[config.mk]
export PLATFORM = sky130hd
export DESIGN_NAME = param_alu_core
export DESIGN_NICKNAME = d
export VERILOG_FILES = /design/src/rtl/alu_pkg.sv /design/src/rtl/alu_comb_ops.sv /design/src/rtl/param_alu_core.sv
export SDC_FILE = /design/constraint.sdc
export NUM_CORES = 1
export LEC_CHECK = 0
export ABC_AREA = 1
export CAP_MARGIN = 10
export CORE_ASPECT_RATIO = 2
export CORE_UTILIZATION = 45
export CTS_BUF_LIST = sky130_fd_sc_hd__clkbuf_4 sky130_fd_sc_hd__clkbuf_8
export DETAILED_ROUTE_END_ITERATION = 6
export HOLD_SLACK_MARGIN = 0.12
export MAX_ROUTING_LAYER = met4
export PLACE_DENSITY = 0.79
export SKIP_LAST_GASP = 1
export SLEW_MARGIN = 20
export SYNTH_ARGS = -nofsm -noshare
export SYNTH_HDL_FRONTEND = slang
export SYNTH_SLANG_ARGS = --single-unit
export TNS_END_PERCENT = 30
[constraint.sdc]
create_clock -name clk -period 2.4 [get_ports clk]
set_clock_uncertainty 0.15 [all_clocks]
set_input_delay 0.48 -clock clk [delete_from_list [all_inputs] [get_ports clk]]
set_output_delay 0.48 -clock clk [all_outputs]
set_load 0.05 [all_outputs]
[src/rtl/alu_pkg.sv]
// rtl/alu_pkg.sv - opcodes, FSM state encoding and flag bundle for param_alu_core
package alu_pkg;

   localparam logic [3:0] OP_AND   = 4'd0;
   localparam logic [3:0] OP_OR    = 4'd1;
   localparam logic [3:0] OP_XOR   = 4'd2;
   localparam logic [3:0] OP_NOR   = 4'd3;
   localparam logic [3:0] OP_ADD   = 4'd4;
   localparam logic [3:0] OP_SUB   = 4'd5;
   localparam logic [3:0] OP_PASSA = 4'd6;
   localparam logic [3:0] OP_NOTA  = 4'd7;
   localparam logic [3:0] OP_SHL   = 4'd8;
   localparam logic [3:0] OP_SHR   = 4'd9;
   localparam logic [3:0] OP_ASR   = 4'd10;
   localparam logic [3:0] OP_ROL   = 4'd11;

   typedef enum logic [1:0] {
      IDLE  = 2'd0,
      SHIFT = 2'd1,
      HOLD  = 2'd2
   } state_t;

   typedef struct packed {
      logic zero;
      logic neg;
      logic carry;
      logic ovf;
   } flags_t;

   function automatic logic is_shift(input logic [3:0] op);
      return op[3:2] == 2'b10;
   endfunction

   function automatic logic is_illegal(input logic [3:0] op);
      return op[3:2] == 2'b11;
   endfunction

endpackage

[src/rtl/alu_comb_ops.sv]
// rtl/alu_comb_ops.sv - single-cycle logic and add/sub results with carry/overflow
module alu_comb_ops
   import alu_pkg::*;
#(
   parameter int WIDTH = 8
) (
   input  logic [3:0]       op,
   input  logic [WIDTH-1:0] a,
   input  logic [WIDTH-1:0] b,
   output logic [WIDTH-1:0] res,
   output logic             carry,
   output logic             ovf
);

   logic             sub;
   logic [WIDTH-1:0] b_eff;
   logic [WIDTH:0]   sum;

   // SUB is A + ~B + 1, so carry out doubles as the no-borrow indicator
   assign sub   = (op == OP_SUB);
   assign b_eff = sub ? ~b : b;
   assign sum   = {1'b0, a} + {1'b0, b_eff} + {{WIDTH{1'b0}}, sub};

   always_comb begin
      res   = '0;
      carry = 1'b0;
      ovf   = 1'b0;
      case (op)
         OP_AND:   res = a & b;
         OP_OR:    res = a | b;
         OP_XOR:   res = a ^ b;
         OP_NOR:   res = ~(a | b);
         OP_ADD, OP_SUB: begin
            res   = sum[WIDTH-1:0];
            carry = sum[WIDTH];
            ovf   = (a[WIDTH-1] == b_eff[WIDTH-1]) && (sum[WIDTH-1] != a[WIDTH-1]);
         end
         OP_PASSA: res = a;
         OP_NOTA:  res = ~a;
         default:  res = '0;
      endcase
   end

endmodule

[src/rtl/param_alu_core.sv]
// rtl/param_alu_core.sv - registered ALU with valid/ready handshake and iterative shifter
module param_alu_core
   import alu_pkg::*;
#(
   parameter int WIDTH   = 8,
   parameter int SHAMT_W = $clog2(WIDTH)
) (
   input  logic             clk,
   input  logic             reset,
   input  logic             inValid,
   output logic             inReady,
   input  logic [3:0]       opSel,
   input  logic [WIDTH-1:0] inA,
   input  logic [WIDTH-1:0] inB,
   output logic             outValid,
   input  logic             outReady,
   output logic [WIDTH-1:0] result,
   output logic             flagZero,
   output logic             flagNeg,
   output logic             flagCarry,
   output logic             flagOvf,
   output logic             errIllegal,
   output logic             busy
);

   localparam logic [SHAMT_W-1:0] CNT_ONE = 1;

   state_t             state, state_next;
   flags_t             flags_q;
   logic [WIDTH-1:0]   result_q;
   logic               err_q;
   logic [WIDTH-1:0]   work;
   logic [WIDTH-1:0]   work_step;
   logic               step_out;
   logic [SHAMT_W-1:0] cnt;
   logic [3:0]         op_q;
   logic [SHAMT_W-1:0] amt;
   logic               accept;
   logic               start_shift;
   logic               last_step;
   logic [WIDTH-1:0]   comb_res;
   logic               comb_carry;
   logic               comb_ovf;

   alu_comb_ops #(.WIDTH(WIDTH)) u_ops (
      .op    (opSel),
      .a     (inA),
      .b     (inB),
      .res   (comb_res),
      .carry (comb_carry),
      .ovf   (comb_ovf)
   );

   assign inReady     = !reset && ((state == IDLE) || ((state == HOLD) && outReady));
   assign accept      = inValid && inReady;
   assign amt         = inB[SHAMT_W-1:0];
   assign start_shift = accept && is_shift(opSel) && (amt != '0);
   assign last_step   = (state == SHIFT) && (cnt == CNT_ONE);

   assign outValid   = (state == HOLD);
   assign busy       = (state == SHIFT);
   assign result     = result_q;
   assign flagZero   = flags_q.zero;
   assign flagNeg    = flags_q.neg;
   assign flagCarry  = flags_q.carry;
   assign flagOvf    = flags_q.ovf;
   assign errIllegal = err_q;

   always_ff @(posedge clk) begin
      if (reset) state <= IDLE;
      else       state <= state_next;
   end

   always_comb begin
      state_next = state;
      case (state)
         IDLE:    if (accept) state_next = start_shift ? SHIFT : HOLD;
         SHIFT:   if (last_step) state_next = HOLD;
         HOLD: begin
            if (outReady) begin
               if (accept) state_next = start_shift ? SHIFT : HOLD;
               else        state_next = IDLE;
            end
         end
         default: state_next = IDLE;
      endcase
   end

   always_comb begin
      work_step = work;
      step_out  = 1'b0;
      case (op_q)
         OP_SHL: begin work_step = {work[WIDTH-2:0], 1'b0};         step_out = work[WIDTH-1]; end
         OP_SHR: begin work_step = {1'b0, work[WIDTH-1:1]};         step_out = work[0];       end
         OP_ASR: begin work_step = {work[WIDTH-1], work[WIDTH-1:1]}; step_out = work[0];      end
         default: begin work_step = {work[WIDTH-2:0], work[WIDTH-1]}; step_out = work[WIDTH-1]; end
      endcase
   end

   always_ff @(posedge clk) begin
      if (reset) begin
         result_q <= '0;
         flags_q  <= '0;
         err_q    <= 1'b0;
         work     <= '0;
         cnt      <= '0;
         op_q     <= '0;
      end else if (accept) begin
         if (start_shift) begin
            work <= inA;
            cnt  <= amt;
            op_q <= opSel;
         end else if (is_shift(opSel)) begin
            result_q      <= inA;
            flags_q.zero  <= (inA == '0);
            flags_q.neg   <= inA[WIDTH-1];
            flags_q.carry <= 1'b0;
            flags_q.ovf   <= 1'b0;
            err_q         <= 1'b0;
         end else if (is_illegal(opSel)) begin
            result_q <= '0;
            flags_q  <= '0;
            err_q    <= 1'b1;
         end else begin
            result_q      <= comb_res;
            flags_q.zero  <= (comb_res == '0);
            flags_q.neg   <= comb_res[WIDTH-1];
            flags_q.carry <= comb_carry;
            flags_q.ovf   <= comb_ovf;
            err_q         <= 1'b0;
         end
      end else if (state == SHIFT) begin
         work <= work_step;
         cnt  <= cnt - CNT_ONE;
         if (last_step) begin
            result_q      <= work_step;
            flags_q.zero  <= (work_step == '0);
            flags_q.neg   <= work_step[WIDTH-1];
            flags_q.carry <= step_out;
            flags_q.ovf   <= 1'b0;
            err_q         <= 1'b0;
         end
      end
   end

endmodule

* After elaboration in Yosys (flattened, before gate mapping)
Cells that the tools add are included.
Word-level totals: bits in registers 30, input bits 24, output and inout bits 16, word-level logic and storage cells 100
Operators by class: add/sub/neg operators 3, eq/ne operators 22, mux-type cells 36, bitwise logic cells 6, reduce and logical (&&, ||, !) cells 23
Operators with widths (number):
- two-way mux 8 bit | 10
- one-hot mux 8 bit (7 select lines) | 1
- logical NOT 8 bit | 3
- two-way mux 4 bit | 6
- inverter 8 bit | 3
- one-hot mux 8 bit (3 select lines) | 1
- == test 4 x 3 -> 1 bit (second input constant) | 4
- == test 4 bit (second input constant) | 3
- two-way mux 2 bit | 5
- adder 8 x 8 -> 9 bit | 1
- adder 9 x 1 -> 9 bit | 1
- two-way mux 1 bit | 9
- two-way mux 3 bit | 3
- bitwise AND 8 bit | 1
- == test 4 x 2 -> 1 bit (second input constant) | 2
- OR 8 bit | 1
- XOR 8 bit | 1
- logical AND 1 bit | 7
- == test 2 bit (second input constant) | 3
- inequality test 2 x 1 -> 1 bit (second input constant) | 3
- one-hot mux 2 bit (3 select lines) | 1
- AND reduction 3 bit | 2
- == test 4 x 1 -> 1 bit (second input constant) | 1
- logical NOT 4 bit | 1
- other kinds (13) | 17

* Logic depth before layout (Yosys ltp)
Gate-level depths: netlist of the first run.
word-level depth 11, gate-level depth with buffers 20, depth with buffers taken out 20

* By module
A second synthesis of the first run with hierarchy kept.
Second synthesis, totals: cell total of the unflattened synthesis 436, area, all modules 2798.9 µm²
By module, submodules not included:
- param_alu_core | times used 1, cells each 248, area each 1665.3 µm², sequential area each 580.6 µm²
- alu_comb_ops | times used 1, cells each 188, area each 1133.6 µm², sequential area each 0.0 µm²

* Worst setup path before layout of the first run
Ideal clock, no wire load.
kind input -> register, start input port outReady, end register work[1], library setup time 140 ps, arrival 2324 ps, data required time 2110 ps, setup slack -214 ps, stages on the path 8, path buffers 1, cells stage by stage inv_1 a211oi_2 nand2_2 nor3_4 nor2_2 buf_4 a21oi_1 a221oi_2
Between the ends: longest elaborated chain between the ends 8, elaborated cells between the ends (all ways) 10, classes of those cells 1 x eq/ne; 1 x mux; 8 x reduce/logical
Ends and longest elaborated chain:
- from (decl) | line param_alu_core.sv:16 | input logic outReady,
- logical AND 1 bit (*) | line param_alu_core.sv:54 | assign inReady = !reset && ((state == IDLE) || ((state == HOLD) && outReady));
- logical OR 1 bit (*) | line param_alu_core.sv:54
- logical AND 1 bit (*) | line param_alu_core.sv:54
- net inReady | line param_alu_core.sv:11 | output logic inReady,
- logical AND 1 bit (*) | line param_alu_core.sv:55 | assign accept = inValid && inReady;
- logical AND 1 bit (2 in a row) | line param_alu_core.sv:57 | assign start_shift = accept && is_shift(opSel) && (amt != '0);
- inequality test 2 x 1 -> 1 bit (no source line)
- AND reduction 2 bit (no source line)
- to (signal assigned) | line param_alu_core.sv:110 | work <= inA;
- to (signal assigned) | line param_alu_core.sv:133 | work <= work_step;
- to (decl) | line param_alu_core.sv:32 | logic [WIDTH-1:0] work;
The timed path passes the listed nets; every way through them passes the cells marked *. A chain may end at the register's enable or synchronous reset.

* Worst setup path in the final report of the first run
start input port opSel[0], end register op_q[0]
RTL lines:
- from (decl) | line param_alu_core.sv:12 | input logic [3:0] opSel,
- to (signal assigned) | line param_alu_core.sv:112 | op_q <= opSel;
- to (decl) | line param_alu_core.sv:36 | logic [3:0] op_q;
No word-level cell between the ends.

==> qor.txt, run 1 <==
Status - complete, but fails checks
Failing checks - design-rule violations, negative setup slack
Synth top area share - 0.212
CTS clk-pin slew, worst paths - 60 ps
CP Cell Sequence - buf_6 -> inv_2 -> buf_4 -> buf_4 -> buf_4 -> buf_4 -> buf_4 -> buf_4 -> buf_4 -> buf_4 -> buf_4 -> buf_4 -> buf_4 -> buf_4 -> buf_4 -> buf_4 -> buf_4 -> a21oi_1
Mux contribution to synthesized area - 0
Internal - 1180 uW
Core Util, Final - 0.709
Largest net degree at the start of global routing - 19
Clk network pwr share - 0.304
Routed vias/inst - 5.72
Largest family of logic cells by synthesized area - simple AND/OR/NAND/NOR gates
Cell Area, Synth - 0.00274 sq mm
Syn Nets - 470
Register area share after synthesis - 0.212
Tcrit/Tclk final - 1.03
Crit-path max cell delay - 130 ps
Setup violators final - 1
Min Tclk post-route - 2470 ps
Synth Area in Compound Gates - 0.215
Sequential share of power - 0.294
CP Class - input pin to flop
First-pass DRT Iterations - 7
Die X - 57.2 um
CP top delay family - buffers and inverters
Total GRT Usage - 0.324
Wirelength per Cell - 15.8 um
Num rows - 39
Number of buffers added on ports - 39
CP Max Fanout - 2
Core area - 0.00581 sq mm
TritonCTS clock tree - built
Worst Path Arrival - 2550 ps
Root buffer cell - clkbuf_8
Total grt overflow - 0
DRC - 3
Max-Cap Viols - 0
DRT antenna net count - 0
Worst Tran Pin Value - 580 ps
Cells after Synth - 419
Crit path buf inv count - 17
Worst path slowest cell - buf_4
Highest Clock Rate - 405 MHz
Final Hold Viols - 0
Clock latency on the worst-skew pair - 290 ps
Pwr/cell area - 438 mW/mm^2
Average size of a mapped cell - 6.54 sq um
CP most frequent cell - buf_4
Fraction of the mapped netlist area in adder cells - 0.126
DIE AREA - 0.00643 sq mm
Clock Tree Buf Depth - 2
Post-synthesis cell type count - 42
Total CTS buffers - 5
Leakage - 0.00202 uW
Area Growth Syn to Fin - 50.2%
RR Startpoint - op_q[1]$_SDFFE_PP0P_
Worst Setup SP - opSel[0]
Leading area contributor after synthesis - dfxtp_1
XOR/XNOR share of the synthesized area - 0.0288
Req. time, crit path - 2480 ps
EDFF count, synth - 0
CP endpoint kind - flop
Slew Limit Fails - 0
Initial antenna violation count - 0
Htree depth - 2
Ys flop type - dfxtp_1
Global-route wire length before repair - 15,700 um
Peak VDD IR - 0.207 mV
Hold crit path type - flop to flop
Switching Power - 620 uW
Ranking of synthesized cells by area - dfxtp_1 21%, ha_1 12%, nand2_1 12%
Fin worst setup slack - -70.8 ps
RSZ-0062 raised after global routing - yes
Vias in the first global route - 3,600
Combinational power share - 0.402
Switching share of power - 0.344
Initial DRC count - 156
Hold_sp - op_q[2]$_SDFFE_PP0P_
Layout Nets - 605
Synth async-reset ratio - 0
Max-slew headroom - 0.612
# IOs - 40
Final wirelength - 9740 um
GP Congestion - 0.948
HPWL after DPL - 6990 um
Vias - 3,525
Share of layout cells above drive strength 1 - 0.310
Number of inserted diodes - 0
Initial core utilization - 0.472
Die Height - 112 um
Yosys reg bits - 29
Post-synthesis simple-gate area fraction - 0.305
Synth warnings - 0
Finished Cell Area - 0.00412 sq mm
CTS Sinks - 29
Placed standard-cell area - 0.00373 sq mm
Crit start category - input pin
## worst reg2reg max path, delay by kind of cell, from the launching register on
kind                   cells  cell delay [ps]
buffers and inverters      2              240
flip-flops                 1              390
AO/OA/AOI/OAI              4              690
AND/OR/NAND/NOR            4              540
## layout by cell type, fill, tap and decap left out, types with 11 or more instances in the layout
cell	instances
a21oi_1	25
a31oi_1	13
buf_4	96
clkdlybuf4s50_1	24
dfxtp_1	29
ha_1	24
inv_1	48
inv_2	18
nand2_1	81
nand2_2	11
nand3_1	25
nor2_1	31
o21ai_0	32
## what timing repair did
item | CTS | global route
endpoints found under the hold margin | 0 | 0
endpoints found under the setup margin | 10 | 10
setup buffers | 21 | 2
gates resized for setup | 51 | 9
hold buffers | 0 | 0
pin swaps | 33 | 19
## per-layer routing
metal	up-vias	part of all wire	GRT usage
li1	1663	-	-
met1	1612	0.33	0.294
met2	173	0.53	0.570
met3	77	0.057	0.0461
met4	0	0.082	0.273
met5	-	0	-
## area by class of cell
cell class              count  area (sq um)
clock buffers               7          90.1
clock inverters             1          30.0
fillers                   456          1690
inverters                  66           248
multi-input cells         315          1940
flip-flops and latches     29           581
well taps                  61          76.3
repair buffers            137          1150
## cells in the mapped netlist, types with 4 or more instances
master,count
a31oi_1,13
dfxtp_1,29
nand2_2,6
ha_1,26
nand2_1,86
nor3_1,7
o21ai_1,4
a221oi_2,4
o21ai_0,32
nor2_1,34
a21oi_1,26
inv_2,10
inv_1,56
nand4_1,6
xor2_1,9
nor2_2,4
o211ai_1,8
nand3_1,27
## registers in the layout, indices dropped and copies added, names as in the netlist
register / cells
result: 7
errIllegal: 1
work: 8
flagZero: 1
flagNeg: 1
flagOvf: 1
op_q: 4
flagCarry: 1
cnt: 3
state: 2
## cells by family after synthesis
family | Yosys count
xor+xnor | 9
flops | 29
simple gates | 183
fa+ha+maj | 27
buf+inv | 75
compound gates | 96
## power by group through the flow
| stage | sequential (uW) | clock [uW] | combinational [uW] |
|---|---|---|---|
| 2_1_floorplan | 581 | 0 | 313 |
| 3_3_place_gp | 539 | 0 | 620 |
| 3_5_place_dp | 540 | 0 | 634 |
| 4_1_cts | 529 | 546 | 690 |
| 5_1_grt | 533 | 557 | 782 |
| 6_report | 530 | 547 | 725 |
## through the flow
| stage | worst slack, ps | hold WS, ps | std cells | power (uW) | TNS, ps |
|---|---|---|---|---|---|
| final | -70.8 | 294 | 616 | 1800 | -70.8 |
| after global routing | -156 | 315 | 616 | 1870 | -719 |
| after CTS | 2.21 | 297 | 614 | 1770 | 0 |
| after detailed placement | -779 | 288 | 585 | 1170 | -6700 |
| after global placement | -719 | 282 | 585 | 1160 | -5920 |
| after floorplan | -125 | 275 | 419 | 894 | -125 |
## worst paths after layout
| path | cells past startpoint | endpoint | slack [ps] |
|---|---|---|---|
| worst max-delay path | 18 | op_q[0]$_SDFFE_PP0P_ | -70 |
| worst max register to register | 10 | flagZero$_SDFFE_PP0P_ | 330 |
| worst min register to register | 2 | op_q[2]$_SDFFE_PP0P_ | 290 |
| worst min-delay path | 2 | op_q[2]$_SDFFE_PP0P_ | 290 |
Power figures use the tool's default switching activity.
==> run 2, diff against run 1 <==
Settings changed: PLACE_DENSITY 0.79 to 0.76.
Clock period 2.4 ns to 2.3 ns, I/O delays scaled along.
==> run 2 against run 1 <==
The flow still finishes with violations (design-rule violations, negative setup slack); die area stayed put; sequential share of layout area shrank 0.12 points; global-route usage increased by 0.38 points; via count decreased by 3.0%; flip-flop and latch count unchanged; wire length up 0.39%; largest cell class unchanged; largest power group unchanged; highest routed layer unchanged.
==> qor.txt, run 2 (same netlist as run 1, synthesis figures left out) <==
Largest net degree at the start of global routing - 19
Num rows - 39
Pwr/cell area - 430 mW/mm^2
Min Hold Slack - 297 ps
Core Util, Final - 0.715
Wirelength per Cell - 15.8 um
First-pass DRT Iterations - 6
CTS Sinks - 29
Total grt overflow - 0
Worst Setup SP - opSel[3]
Crit path capture - flagZero$_SDFFE_PP0P_
Total GRT Usage - 0.328
Req. time, crit path - 2380 ps
Min Tclk post-route - 2460 ps
Worst path slowest cell - fa_2
Setup TNS - -452 ps
GP Congestion - 0.972
CP Cell Sequence - buf_6 -> nor2_4 -> nand2_4 -> xor2_4 -> fa_2 -> inv_2 -> buf_4 -> nand3_2 -> nand2_1 -> nand2_1 -> nand3_1 -> nand2_1 -> nor2_2 -> nand3_1 -> nor2_1 -> nand4_1 -> nand2_1 -> nand2_1 -> a21oi_2
Number of inserted diodes - 0
DRC - 4
CP Class - input pin to flop
Worst reg2reg endpoint - result[1]$_SDFFE_PP0P_
DIE AREA - 0.00643 sq mm
CP Max Fanout - 7
Overall Power - 1790 uW
CP endpoint kind - flop
Global-route wire length before repair - 15,700 um
Final wirelength - 9780 um
Total CTS buffers - 5
Final Hold Viols - 0
Vias - 3,421
Top reg by flops - work
Most frequent cells in the layout - 102 x buf_4, 84 x nand2_1, 48 x inv_1
Hold crit path type - flop to flop
Routed vias/inst - 5.53
Die Height - 112 um
Max-slew headroom - 0.613
Worst Path Arrival - 2540 ps
Share of layout cells above drive strength 1 - 0.319
Leakage - 0.00203 uW
Crit-path max cell delay - 380 ps
HPWL after DPL - 7220 um
Initial antenna violation count - 0
Core area - 0.00581 sq mm
Clock Tree Buf Depth - 2
Clock latency on the worst-skew pair - 290 ps
Area Growth Syn to Fin - 51.5%
TritonCTS clock tree - built
Layout Nets - 608
Root buffer cell - clkbuf_8
Initial DRC count - 151
Highest Clock Rate - 407 MHz
Die X - 57.2 um
CTS hold repair buffers - 0
CP most frequent cell - nand2_1
Worst Tran Pin Value - 579 ps
Htree depth - 2
Most common cell after layout, fill and taps aside - buf_4
RR Startpoint - op_q[1]$_SDFFE_PP0P_
Tcrit/Tclk final - 1.07
Max-Cap Viols - 0
Crit start category - input pin
Fillers - 478
Fin worst setup slack - -159 ps
Peak VDD IR - 0.199 mV
RSZ-0062 raised after global routing - yes
Status - complete, but fails checks
DRT antenna net count - 0
Vias in the first global route - 3,543
Reg2reg path depth - 11
Slew Limit Fails - 0
CTS clk-pin slew, worst paths - 60 ps
Setup violators final - 6
Number of buffers added on ports - 39
Crit path buf inv count - 3
Stages on worst setup path - 19
# IOs - 40
Initial core utilization - 0.472
R2R setup slack - 330 ps
Failing checks - design-rule violations, negative setup slack
Largest register FFs - 8
CP top delay family - simple AND/OR/NAND/NOR gates
==> run 2: cell types whose count changed in the layout (fill, tap and decap cells not counted), moves of 3 or more <==
| cell | before | now |
|---|---|---|
| buf_6 | 5 | 2 |
| nand2_1 | 81 | 84 |
| a21oi_2 | 2 | 6 |
| a21oi_1 | 25 | 21 |
| nand2_2 | 11 | 8 |
| buf_4 | 96 | 102 |
==> run 2: area by class of cell <==
cell class / instances / area [sq um] / share of cell area
inverters: 66 / 263 / 0.0633
clock inverters: 1 / 5.00 / 0.00121
flip-flops and latches: 29 / 581 / 0.140
well taps: 61 / 76.3 / 0.0184
multi-input cells: 315 / 1970 / 0.475
repair buffers: 140 / 1160 / 0.279
clock buffers: 7 / 96.3 / 0.0232
==> run 2: worst min path at each step <==
| stage | start | to | slack, ps | cells after the start |
|---|---|---|---|---|
| finish | op_q[2]$_SDFFE_PP0P_ | op_q[2]$_SDFFE_PP0P_ | 300 | 2 |
| global route | op_q[2]$_SDFFE_PP0P_ | op_q[2]$_SDFFE_PP0P_ | 330 | 2 |
| CTS | op_q[2]$_SDFFE_PP0P_ | op_q[2]$_SDFFE_PP0P_ | 300 | 2 |
| detailed placement | op_q[2]$_SDFFE_PP0P_ | op_q[2]$_SDFFE_PP0P_ | 290 | 2 |
| global placement | op_q[2]$_SDFFE_PP0P_ | op_q[2]$_SDFFE_PP0P_ | 280 | 2 |
| floorplan | op_q[2]$_SDFFE_PP0P_ | op_q[2]$_SDFFE_PP0P_ | 270 | 2 |
==> run 2: where the power goes <==
group	switching [uW]	internal [uW]	total (uW)	leakage, uW
Sequential	21.4	532	554	0.000237
Combinational	418	339	757	0.00174
Clock	205	270	475	0.0000542
Total	644	1140	1790	0.00203
==> run 2: worst min-delay path, stage by stage (launching register included) <==
cell and delay (ps):
dfxtp_1 300, inv_1 60, nor3_1 50
==> run 2: repair_timing <==
item                                    4_1_cts  5_1_grt
pin swaps                                    26        6
resized for setup                            41       10
endpoints found under the setup margin       14       10
setup buffers                                25        3
==> run 2: through the flow <==
stage                     worst slack (ps)  area, sq um  std cells
after floorplan                       -121         2800        419
after global placement                -773         3780        586
after detailed placement              -879         3780        586
after CTS                             -128         4090        619
after global routing                  -363         4150        619
final                                 -159         4150        619
==> run 2: layer usage <==
| metal | wire length (um) | vias to the layer above | GRT usage |
|---|---|---|---|
| met4 | 686 | 0 | 0.250 |
| met5 | 0 | - | - |
| met3 | 451 | 54 | 0.0507 |
| met2 | 5360 | 143 | 0.588 |
| met1 | 3290 | 1556 | 0.296 |
| li1 | - | 1668 | - |
==> run 3, diff against run 2 <==
Clock period 2.3 ns to 2.5 ns, I/O delays scaled along.
==> run 3 against run 2 <==
The flow finishes with violations (design-rule violations); sequential power shrank 8.1%; non-clock buffer count shrank 21; clock power shrank 15%.
==> qor.txt, run 3 (same netlist as run 1, synthesis figures left out) <==
Clock latency on the worst-skew pair - 290 ps
CTS clk-pin slew, worst paths - 60 ps
DRT antenna net count - 0
Initial antenna violation count - 0
Number of inserted diodes - 0
CP most frequent cell - nand2_1
Clk network pwr share - 0.256
Most frequent cells in the layout - 81 x nand2_1, 76 x buf_4, 48 x inv_1
Tcrit/Tclk final - 0.981
Pwr/cell area - 399 mW/mm^2
Share of layout cells above drive strength 1 - 0.280
TritonCTS clock tree - built
Total grt overflow - 0
Sequential share of power - 0.323
RSZ-0062 raised after global routing - yes
Layout Nets - 587
CP Class - input pin to flop
Htree depth - 2
Min Tclk post-route - 2450 ps
HPWL after DPL - 6960 um
Worst path slowest cell - clkdlybuf4s50_1
Num rows - 39
GP Congestion - 0.936
Root buffer cell - clkbuf_8
Final wirelength - 8860 um
Slew Limit Fails - 0
CP Cell Sequence - clkdlybuf4s50_1 -> inv_1 -> xor2_1 -> ha_1 -> nand2_1 -> inv_1 -> nand4_1 -> nand3_1 -> nand2_1 -> nand3_1 -> nand2_1 -> nor2_1 -> nand4_1 -> nand2_1 -> nand2_1 -> a21oi_2
Finished Cell Area - 0.00396 sq mm
Hold crit path type - flop to flop
Clock Tree Buf Depth - 2
Leakage - 0.00193 uW
Routed vias/inst - 5.53
Worst Path Arrival - 2530 ps
Total CTS buffers - 5
Vias in the first global route - 3,317
Crit-path max cell delay - 490 ps
Highest Clock Rate - 408 MHz
Top reg by flops - work
Placed standard-cell area - 0.00371 sq mm
Failing checks - design-rule violations
Max-slew headroom - 0.663
Initial core utilization - 0.472
CTS hold repair buffers - 0
CP Max Fanout - 5
Largest register FFs - 8
Initial DRC count - 135
Global-route wire length before repair - 14,300 um
Total GRT Usage - 0.298
Largest net degree at the start of global routing - 19
Max-Cap Viols - 0
DIE AREA - 0.00643 sq mm
Req. time, crit path - 2570 ps
Worst Tran Pin Value - 503 ps
Die Height - 112 um
DRC - 2
First-pass DRT Iterations - 6
Switching share of power - 0.357
Crit start category - input pin
Worst slack, placed - -702 ps
Die X - 57.2 um
Internal - 1010 uW
Combinational power share - 0.421
Wirelength per Cell - 14.8 um
Setup violators final - 0
Number of buffers added on ports - 39
CTS Sinks - 29
Area Growth Syn to Fin - 44.3%
Switching Power - 563 uW
# IOs - 40
Status - complete, but fails checks
Final Hold Viols - 0
Peak VDD IR - 0.181 mV
Vias - 3,302
Most common cell after layout, fill and taps aside - nand2_1
Core area - 0.00581 sq mm
Fin worst setup slack - 48.1 ps
CP endpoint kind - flop
## run 3: critical path, delay by kind of cell
family	cells	cell delay, ps
AND/OR/NAND/NOR	10	790
buffers and inverters	3	630
adder cells (fa/ha/maj)	1	370
XOR/XNOR	1	160
AO/OA/AOI/OAI	1	110
## run 3: layout make-up
class / count / area (sq um)
multi-input cells: 315 / 1930
fillers: 518 / 1850
repair buffers: 119 / 1030
flip-flops and latches: 29 / 581
inverters: 66 / 248
clock buffers: 7 / 90.1
well taps: 61 / 76.3
## run 3: timing repair
action | 4_1_cts | 5_1_grt
gates resized for setup | 44 | 11
endpoints found under the setup margin | 10 | 4
hold endpoints to repair | 0 | 0
buffers inserted | 7 | 3
pin swaps | 28 | 17
## run 3: power by group through the flow
stage	combinational, uW	clock (uW)	sequential [uW]
finish	664	403	509
global route	725	423	511
CTS	638	406	508
detailed placement	606	0	518
global placement	595	0	517
floorplan	300	0	558
## run 3: metrics by stage
step                utilization  power, uW  hold WS [ps]  cells  TNS (ps)
floorplan                     -        858           275    419     -44.9
global placement          0.639       1110           284    580     -5090
detailed placement        0.639       1120           302    580     -5620
CTS                       0.669       1550           310    594         0
global route              0.681       1660           329    597      -380
finish                    0.681       1580           301    597         0
## run 3: metal layers
metal,GRT usage,share of wire
met5,-,0
met4,0.250,0.077
met3,0.0392,0.039
met2,0.544,0.54
met1,0.257,0.34
## run 3: path summary, 6_finish.rpt
kind	start	to	slack [ps]	depth (start not counted)
worst max-delay path	inB[5]	flagZero$_SDFFE_PP0P_	50	16
worst min register to register	op_q[2]$_SDFFE_PP0P_	op_q[2]$_SDFFE_PP0P_	300	2
worst min-delay path	op_q[2]$_SDFFE_PP0P_	op_q[2]$_SDFFE_PP0P_	300	2
worst max register to register	op_q[1]$_SDFFE_PP0P_	result[1]$_SDFFE_PP0P_	510	11
